--- src/rtl/hazard_scoreboard_if.sv ---
// Issue/stall bus between the decode stage and the hazard scoreboard.
// The master (decode stage plus MDU done strobe) drives the issuing
// instruction's attributes. The slave (scoreboard) returns the stall
// decisions, the per-register busy vector and the stall-cycle counter.
//   issue_valid/issue_we/issue_dst/issue_lat : instruction and its result latency
//   src_addr/src_en                          : NSRC packed source addresses and enables
//   issue_mdu/issue_hilo_rd/mdu_done         : multiply/divide unit usage and completion
//   stall_raw/stall_waw/stall_mdu/stall_issue: stall reasons and their OR
//   busy_vec                                 : bit r set while register r is pending
//   perf_stall_cnt                           : counted issue stall cycles (0 when disabled)
interface hazard_scoreboard_if #(
  parameter int unsigned NREG = 32,
  parameter int unsigned AW   = 5,
  parameter int unsigned LATW = 3,
  parameter int unsigned NSRC = 2
);
  logic                 issue_valid;
  logic                 issue_we;
  logic [AW-1:0]        issue_dst;
  logic [LATW-1:0]      issue_lat;
  logic [NSRC*AW-1:0]   src_addr;
  logic [NSRC-1:0]      src_en;
  logic                 issue_mdu;
  logic                 issue_hilo_rd;
  logic                 mdu_done;
  logic                 stall_raw;
  logic                 stall_waw;
  logic                 stall_mdu;
  logic                 stall_issue;
  logic [NREG-1:0]      busy_vec;
  logic [31:0]          perf_stall_cnt;

  modport master (
    output issue_valid, issue_we, issue_dst, issue_lat, src_addr, src_en,
           issue_mdu, issue_hilo_rd, mdu_done,
    input  stall_raw, stall_waw, stall_mdu, stall_issue, busy_vec, perf_stall_cnt
  );

  modport slave (
    input  issue_valid, issue_we, issue_dst, issue_lat, src_addr, src_en,
           issue_mdu, issue_hilo_rd, mdu_done,
    output stall_raw, stall_waw, stall_mdu, stall_issue, busy_vec, perf_stall_cnt
  );
endinterface

--- src/rtl/hazard_scoreboard.sv ---
// Per-register countdown scoreboard for issue-stage hazard detection.
// Each architectural register (except r0) owns a LATW-bit counter holding
// the number of cycles a consumer must still wait for its pending result.
// RAW, WAW and MDU-busy stalls are decoded from that registered state and
// the current issue request. ext_stall freezes all state; flush clears it.
// Optional feature: define HAZARD_PERF_EN to build a saturating 32-bit
// stall-cycle counter on perf_stall_cnt; otherwise the port is tied to 0.
// Ports:
//   clk       : clock, rising edge
//   rst       : asynchronous active-high reset
//   ext_stall : global freeze (cache stalls); all state holds
//   flush     : exception/eret flush; clears scoreboard and MDU busy
//   sb        : issue/stall bus (slave side), see hazard_scoreboard_if
module hazard_scoreboard #(
  parameter int unsigned NREG = 32,
  parameter int unsigned AW   = 5,
  parameter int unsigned LATW = 3,
  parameter int unsigned NSRC = 2
) (
  input  logic                clk,
  input  logic                rst,
  input  logic                ext_stall,
  input  logic                flush,
  hazard_scoreboard_if.slave  sb
);

  // Countdown per register; r0 has no entry and always reads as not busy.
  logic [LATW-1:0] cnt [1:NREG-1];
  logic            mdu_busy;

  logic [LATW-1:0] dst_cnt_c;
  logic [NSRC-1:0] src_pend_c;
  logic [NREG-1:0] busy_c;
  logic            raw_c;
  logic            waw_c;
  logic            mdu_c;
  logic            stall_c;
  logic            accept_c;
  logic            load_c;

  // Look up the destination counter and per-source pending flags.
  // Starting at r=1 keeps r0 reads and writes out of the scoreboard.
  always_comb begin
    dst_cnt_c  = '0;
    src_pend_c = '0;
    for (int r = 1; r < NREG; r++) begin
      if (sb.issue_dst == AW'(r)) begin
        dst_cnt_c = cnt[r];
      end
      for (int i = 0; i < NSRC; i++) begin
        if (sb.src_en[i] && (sb.src_addr[i*AW +: AW] == AW'(r)) && (cnt[r] != '0)) begin
          src_pend_c[i] = 1'b1;
        end
      end
    end
  end

  // Busy vector straight from the counters.
  always_comb begin
    busy_c = '0;
    for (int r = 1; r < NREG; r++) begin
      busy_c[r] = (cnt[r] != '0);
    end
  end

  // Stall decode. WAW stalls only while the older write would land after
  // the new one, so writebacks to one register stay in program order.
  // A same-cycle mdu_done lets the HI/LO consumer or next MDU op through.
  always_comb begin
    raw_c    = sb.issue_valid & (|src_pend_c);
    waw_c    = sb.issue_valid & sb.issue_we & (sb.issue_dst != '0) & (dst_cnt_c > sb.issue_lat);
    mdu_c    = sb.issue_valid & (sb.issue_mdu | sb.issue_hilo_rd) & mdu_busy & ~sb.mdu_done;
    stall_c  = raw_c | waw_c | mdu_c;
    accept_c = sb.issue_valid & ~stall_c & ~ext_stall & ~flush;
    load_c   = accept_c & sb.issue_we & (sb.issue_dst != '0) & (sb.issue_lat != '0);
  end

  // Counter update: flush clears, freeze holds, otherwise count down and
  // load the accepted destination (load wins over the decrement).
  always_ff @(posedge clk or posedge rst) begin
    if (rst) begin
      for (int r = 1; r < NREG; r++) begin
        cnt[r] <= '0;
      end
    end else if (flush) begin
      for (int r = 1; r < NREG; r++) begin
        cnt[r] <= '0;
      end
    end else if (!ext_stall) begin
      for (int r = 1; r < NREG; r++) begin
        if (load_c && (sb.issue_dst == AW'(r))) begin
          cnt[r] <= sb.issue_lat;
        end else if (cnt[r] != '0) begin
          cnt[r] <= cnt[r] - LATW'(1);
        end
      end
    end
  end

  // MDU busy flag. The MDU keeps running during a freeze, so its done
  // pulse still clears the flag then.
  always_ff @(posedge clk or posedge rst) begin
    if (rst) begin
      mdu_busy <= 1'b0;
    end else if (flush) begin
      mdu_busy <= 1'b0;
    end else if (ext_stall) begin
      if (sb.mdu_done) begin
        mdu_busy <= 1'b0;
      end
    end else begin
      mdu_busy <= (accept_c & sb.issue_mdu) | (mdu_busy & ~sb.mdu_done);
    end
  end

`ifdef HAZARD_PERF_EN
  logic [31:0] perf_cnt;

  // Counts issue stalls that actually cost a cycle; survives flush.
  always_ff @(posedge clk or posedge rst) begin
    if (rst) begin
      perf_cnt <= '0;
    end else if (sb.issue_valid && stall_c && !ext_stall && !flush && (perf_cnt != 32'hFFFF_FFFF)) begin
      perf_cnt <= perf_cnt + 32'd1;
    end
  end

  assign sb.perf_stall_cnt = perf_cnt;
`else
  assign sb.perf_stall_cnt = '0;
`endif

  assign sb.stall_raw   = raw_c;
  assign sb.stall_waw   = waw_c;
  assign sb.stall_mdu   = mdu_c;
  assign sb.stall_issue = stall_c;
  assign sb.busy_vec    = busy_c;

endmodule

--- src/flat_wrapper.sv ---
// flat-port wrapper written by rule: the top's interface ports become plain ports
module hazard_scoreboard_flat 
#(
  parameter int unsigned NREG = 32,
  parameter int unsigned AW   = 5,
  parameter int unsigned LATW = 3,
  parameter int unsigned NSRC = 2
)
  (clk, rst, ext_stall, flush, sb_issue_valid, sb_issue_we, sb_issue_dst, sb_issue_lat, sb_src_addr, sb_src_en, sb_issue_mdu, sb_issue_hilo_rd, sb_mdu_done, sb_stall_raw, sb_stall_waw, sb_stall_mdu, sb_stall_issue, sb_busy_vec, sb_perf_stall_cnt);
  hazard_scoreboard_if #(.NREG(NREG), .AW(AW), .LATW(LATW), .NSRC(NSRC)) sb_i ();
  input  logic clk;
  input  logic rst;
  input  logic ext_stall;
  input  logic flush;
  input wire logic [$bits(sb_i.issue_valid)-1:0] sb_issue_valid;
  input wire logic [$bits(sb_i.issue_we)-1:0] sb_issue_we;
  input wire logic [$bits(sb_i.issue_dst)-1:0] sb_issue_dst;
  input wire logic [$bits(sb_i.issue_lat)-1:0] sb_issue_lat;
  input wire logic [$bits(sb_i.src_addr)-1:0] sb_src_addr;
  input wire logic [$bits(sb_i.src_en)-1:0] sb_src_en;
  input wire logic [$bits(sb_i.issue_mdu)-1:0] sb_issue_mdu;
  input wire logic [$bits(sb_i.issue_hilo_rd)-1:0] sb_issue_hilo_rd;
  input wire logic [$bits(sb_i.mdu_done)-1:0] sb_mdu_done;
  output wire logic [$bits(sb_i.stall_raw)-1:0] sb_stall_raw;
  output wire logic [$bits(sb_i.stall_waw)-1:0] sb_stall_waw;
  output wire logic [$bits(sb_i.stall_mdu)-1:0] sb_stall_mdu;
  output wire logic [$bits(sb_i.stall_issue)-1:0] sb_stall_issue;
  output wire logic [$bits(sb_i.busy_vec)-1:0] sb_busy_vec;
  output wire logic [$bits(sb_i.perf_stall_cnt)-1:0] sb_perf_stall_cnt;
  assign sb_i.issue_valid = sb_issue_valid;
  assign sb_i.issue_we = sb_issue_we;
  assign sb_i.issue_dst = sb_issue_dst;
  assign sb_i.issue_lat = sb_issue_lat;
  assign sb_i.src_addr = sb_src_addr;
  assign sb_i.src_en = sb_src_en;
  assign sb_i.issue_mdu = sb_issue_mdu;
  assign sb_i.issue_hilo_rd = sb_issue_hilo_rd;
  assign sb_i.mdu_done = sb_mdu_done;
  assign sb_stall_raw = sb_i.stall_raw;
  assign sb_stall_waw = sb_i.stall_waw;
  assign sb_stall_mdu = sb_i.stall_mdu;
  assign sb_stall_issue = sb_i.stall_issue;
  assign sb_busy_vec = sb_i.busy_vec;
  assign sb_perf_stall_cnt = sb_i.perf_stall_cnt;
  hazard_scoreboard #(.NREG(NREG), .AW(AW), .LATW(LATW), .NSRC(NSRC)) u_core (.clk(clk), .rst(rst), .ext_stall(ext_stall), .flush(flush), .sb(sb_i));
endmodule
--- config.mk ---
export PLATFORM = sky130hd
export DESIGN_NAME = hazard_scoreboard_flat
export DESIGN_NICKNAME = d
export VERILOG_FILES = /design/src/rtl/hazard_scoreboard_if.sv /design/src/rtl/hazard_scoreboard.sv /design/src/flat_wrapper.sv
export SDC_FILE = /design/constraint.sdc
export NUM_CORES = 1
export LEC_CHECK = 0
export ABC_AREA = 1
export BUFFER_PORTS_ARGS = -buffer_cell sky130_fd_sc_hd__buf_4
export CAP_MARGIN = 40
export CORE_MARGIN = 1
export CORE_UTILIZATION = 60
export DETAILED_ROUTE_END_ITERATION = 8
export GPL_ROUTABILITY_DRIVEN = 0
export PLACE_DENSITY = 0.84
export SYNTH_ARGS = -nofsm -noshare
export SYNTH_HDL_FRONTEND = slang
export SYNTH_SLANG_ARGS = --single-unit
export TNS_END_PERCENT = 1
--- constraint.sdc ---
create_clock -name clk -period 4.9 [get_ports clk]
set_clock_uncertainty 0.05 [all_clocks]
set_input_delay 0.735 -clock clk [delete_from_list [all_inputs] [get_ports clk]]
set_output_delay 0.735 -clock clk [all_outputs]
set_load 0.1 [all_outputs]
==> reports/metrics.cfg <==
[power_and_ir_drop]
p_int_mw = 2.52
power_per_cell_area_mw_per_mm2 = 582
share_comb_of_total_power_pct = 67.3
seqPwrFrac_pct = 22.0
clockPowerShare_pct = 10.8
ir_drop_v = 0.000576
power_switching_mw = 3.66
power_mw = 6.18
p_sw_share_pct = 59.2
p_leak_nw = 5.25

[sta]
hold_viol = 0
max_freq_mhz = 197
slew_headroom_pct = 49.1
finalMaxSlewViolations = 0
finalCritPeriodShare_pct = 103
fin_setup_tns_ns = -0.171
rsz0062_at_grt = yes
tightest_slew_ns = 0.761
setup_viol = 1
post-route-min-period_ns = 5.07
worst_slack_ns = -0.171
whs_ns = 0.432

[clocking]
clock_latency_ns = 0.37
cts_tree = done
htreeDepth = 3
clock_sinks = 94
root_buffer = clkbuf_16
cts_buffer_depth = 2
hold_buffers = 0
clk_pin_slew_ns = 0.06
numCtsBuffers = 9

[route]
drcViolationCount = 0
num_vias = 9758
wl_per_cell_um = 17.0
firstDrtPassIters = 6
drt_wl_total_um = 28800
viasPerCell = 5.77
first_iter_violations = 1459
ant_nets = 0

[global_routing]
grt.total_usage_pct = 39.7
grt_max_degree = 54
grt_pass1_vias = 8944
antenna_found_initial = 0
grt_overflow = 0
grt_pass1_wl_um = 44900

[floorplanning]
ios = 97
die_h_um = 122
start_util_pct = 62.0
placementRows = 43
fp.dieArea_mm2 = 0.0150
coreArea_mm2 = 0.0140
die_width_um = 122

[layout]
fillers = 1042
layout.nets = 1603
antennaDiodeCount = 0
drive_gt1_share_pct = 19.4
final-seq-area_mm2 = 0.00235
multiInputGateArea_mm2 = 0.00566
final_area_mm2 = 0.0106
areaGrowthSynthToFinish_pct = 21.9

[place]
dpl_cell_area_mm2 = 0.0100
port_buffers = 63
hpwl_um = 21100
dp_slack_ns = -0.536

[yosys]
synthCells = 1364
synth_top_area_share_pct = 27.0
synth_cell_types = 42
ys_seq_area_share_pct = 27.0
synth_largest_area_cell = dfrtp_1
synth_area_leaders = dfrtp_1, nand2_1, ha_1, inv_1, o21ai_0
syn_area_mm2 = 0.00871
synth.avg_cell_area_um2 = 6.38
synth_seq_cells = 94
ys_warn_count = 0

[setup_path]
critical-path-max-stage-delay_ns = 0.24
r2r_slack_ns = 0.31
rr_endpoint = u_core.cnt[15]$_DFFE_PP0P_
required_ns = 4.12
rr_worst_depth = 41
crit_type = in2out
crit_slowest_cell = or2_4
startpoint_type = primary input
reg2reg_from = u_core.cnt[89]$_DFFE_PP0P_
crit_fanout = 4
worstPathArrival_ns = 4.29
critPathCaptureType = output port
cp_common_cell = nand2_1

[status]
outcome = finished with violations
violations = negative setup slack

[run]
cap_viol_max_count = 0

[min_path]
hold_path.class = in2async

Yosys cell counts (all sizes together):
cell	number
a22o	2
and3	3
nor3b	1
nor4	1
o21ai	137
o22ai	2
clkinv	4
buf	37
clkbuf	22
a211oi	4
o31ai	1
o311ai	1
a21oi	60
nor2	142
nand3	59
xnor2	12
ha	65
nor3	6
o2111ai	2
xor2	19
nand4	20
a221oi	5
or2	1
conb	1
o21a	1
nand2	430
dfrtp	94
o211ai	19
inv	209
a2111oi	1
a32o	3
placed cells by master, fill, tap and decap left out, drive strengths merged, types with 3 or more instances in the layout:
cell	count
clkbuf	12
a21oi	60
o211ai	19
buf	161
nor2	142
clkinv	6
and3	3
a32o	3
nand4	20
xor2	19
nand2	430
conb	33
nor3	6
ha	65
a211oi	4
xnor2	12
nand3	59
dfrtp	94
a221oi	5
inv	209
o21ai	137
stage by stage:
| stage | util [%] | instances |
|---|---|---|
| after floorplan | - | 1396 |
| after global placement | 71.1 | 1669 |
| after detailed placement | 71.2 | 1670 |
| after CTS | 74.1 | 1691 |
| after global routing | 75.6 | 1692 |
| final | 75.6 | 1692 |
how the worst max path moves through the flow:
stage	start	to	slack, ns	cells after the start
3_3_place_gp	sb_issue_dst[1]	u_core.cnt[7]$_DFFE_PP0P_	-0.47	46
4_1_cts	sb_issue_dst[0]	sb_stall_issue	-0.10	39
2_1_floorplan	sb_issue_dst[4]	u_core.cnt[71]$_DFFE_PP0P_	-0.005	43
5_1_grt	sb_issue_dst[1]	sb_stall_issue	-0.32	39
3_5_place_dp	sb_issue_dst[1]	u_core.cnt[77]$_DFFE_PP0P_	-0.54	45
6_report	sb_issue_dst[1]	sb_stall_issue	-0.17	39
metal layers:
layer,routed length [um],global-route usage [%]
met2,12600,60.7
met1,11300,52.6
met4,1670,22.7
met5,0,0
met3,3240,7.34
worst max-delay path, delay by kind of cell:
| kind | cells | cell delay (ns) |
|---|---|---|
| adder cells (fa/ha/maj) | 1 | 0.22 |
| buffers and inverters | 9 | 0.94 |
| AO/OA/AOI/OAI | 1 | 0.17 |
| AND/OR/NAND/NOR | 28 | 2.19 |
kinds of logic after synthesis:
kind of cell / Yosys count / share of synthesized area, %
AOI/OAI and AO/OA: 238 / 15.6
xor gates and xnor gates: 31 / 3.12
adders and majority gates: 65 / 9.34
buffers and inverters: 272 / 13.3
DFF: 94 / 27.0
other: 1 / 0.0431
and+or+nand+nor: 663 / 31.6
flip-flops by register name, indices dropped and copies added, names as in the netlist:
signal           cells
u_core.mdu_busy      1
u_core.cnt          93
final cells by class:
type	count	share of cell area [%]
clock inverter	2	0.0943
timing repair buffer	161	12.3
clock buffer	12	2.32
sequential	94	22.2
multi-input combinational	1030	53.3
inverter	213	7.70
tap	180	2.12
power by group through the flow:
stage	Sequential, mW	Combinational (mW)	Clock, mW
floorplan	1.26	3.12	0
global placement	1.34	3.88	0
finish	1.36	4.16	0.667
detailed placement	1.35	3.98	0
global route	1.39	4.43	0.702
CTS	1.34	4.03	0.663
timing repair:
item	CTS	global route
resized for setup	32	62
setup buffers	7	1
endpoints found under the setup margin	92	95
pin swaps	18	18
gates cloned	0	0
Power figures use the tool's default switching activity.
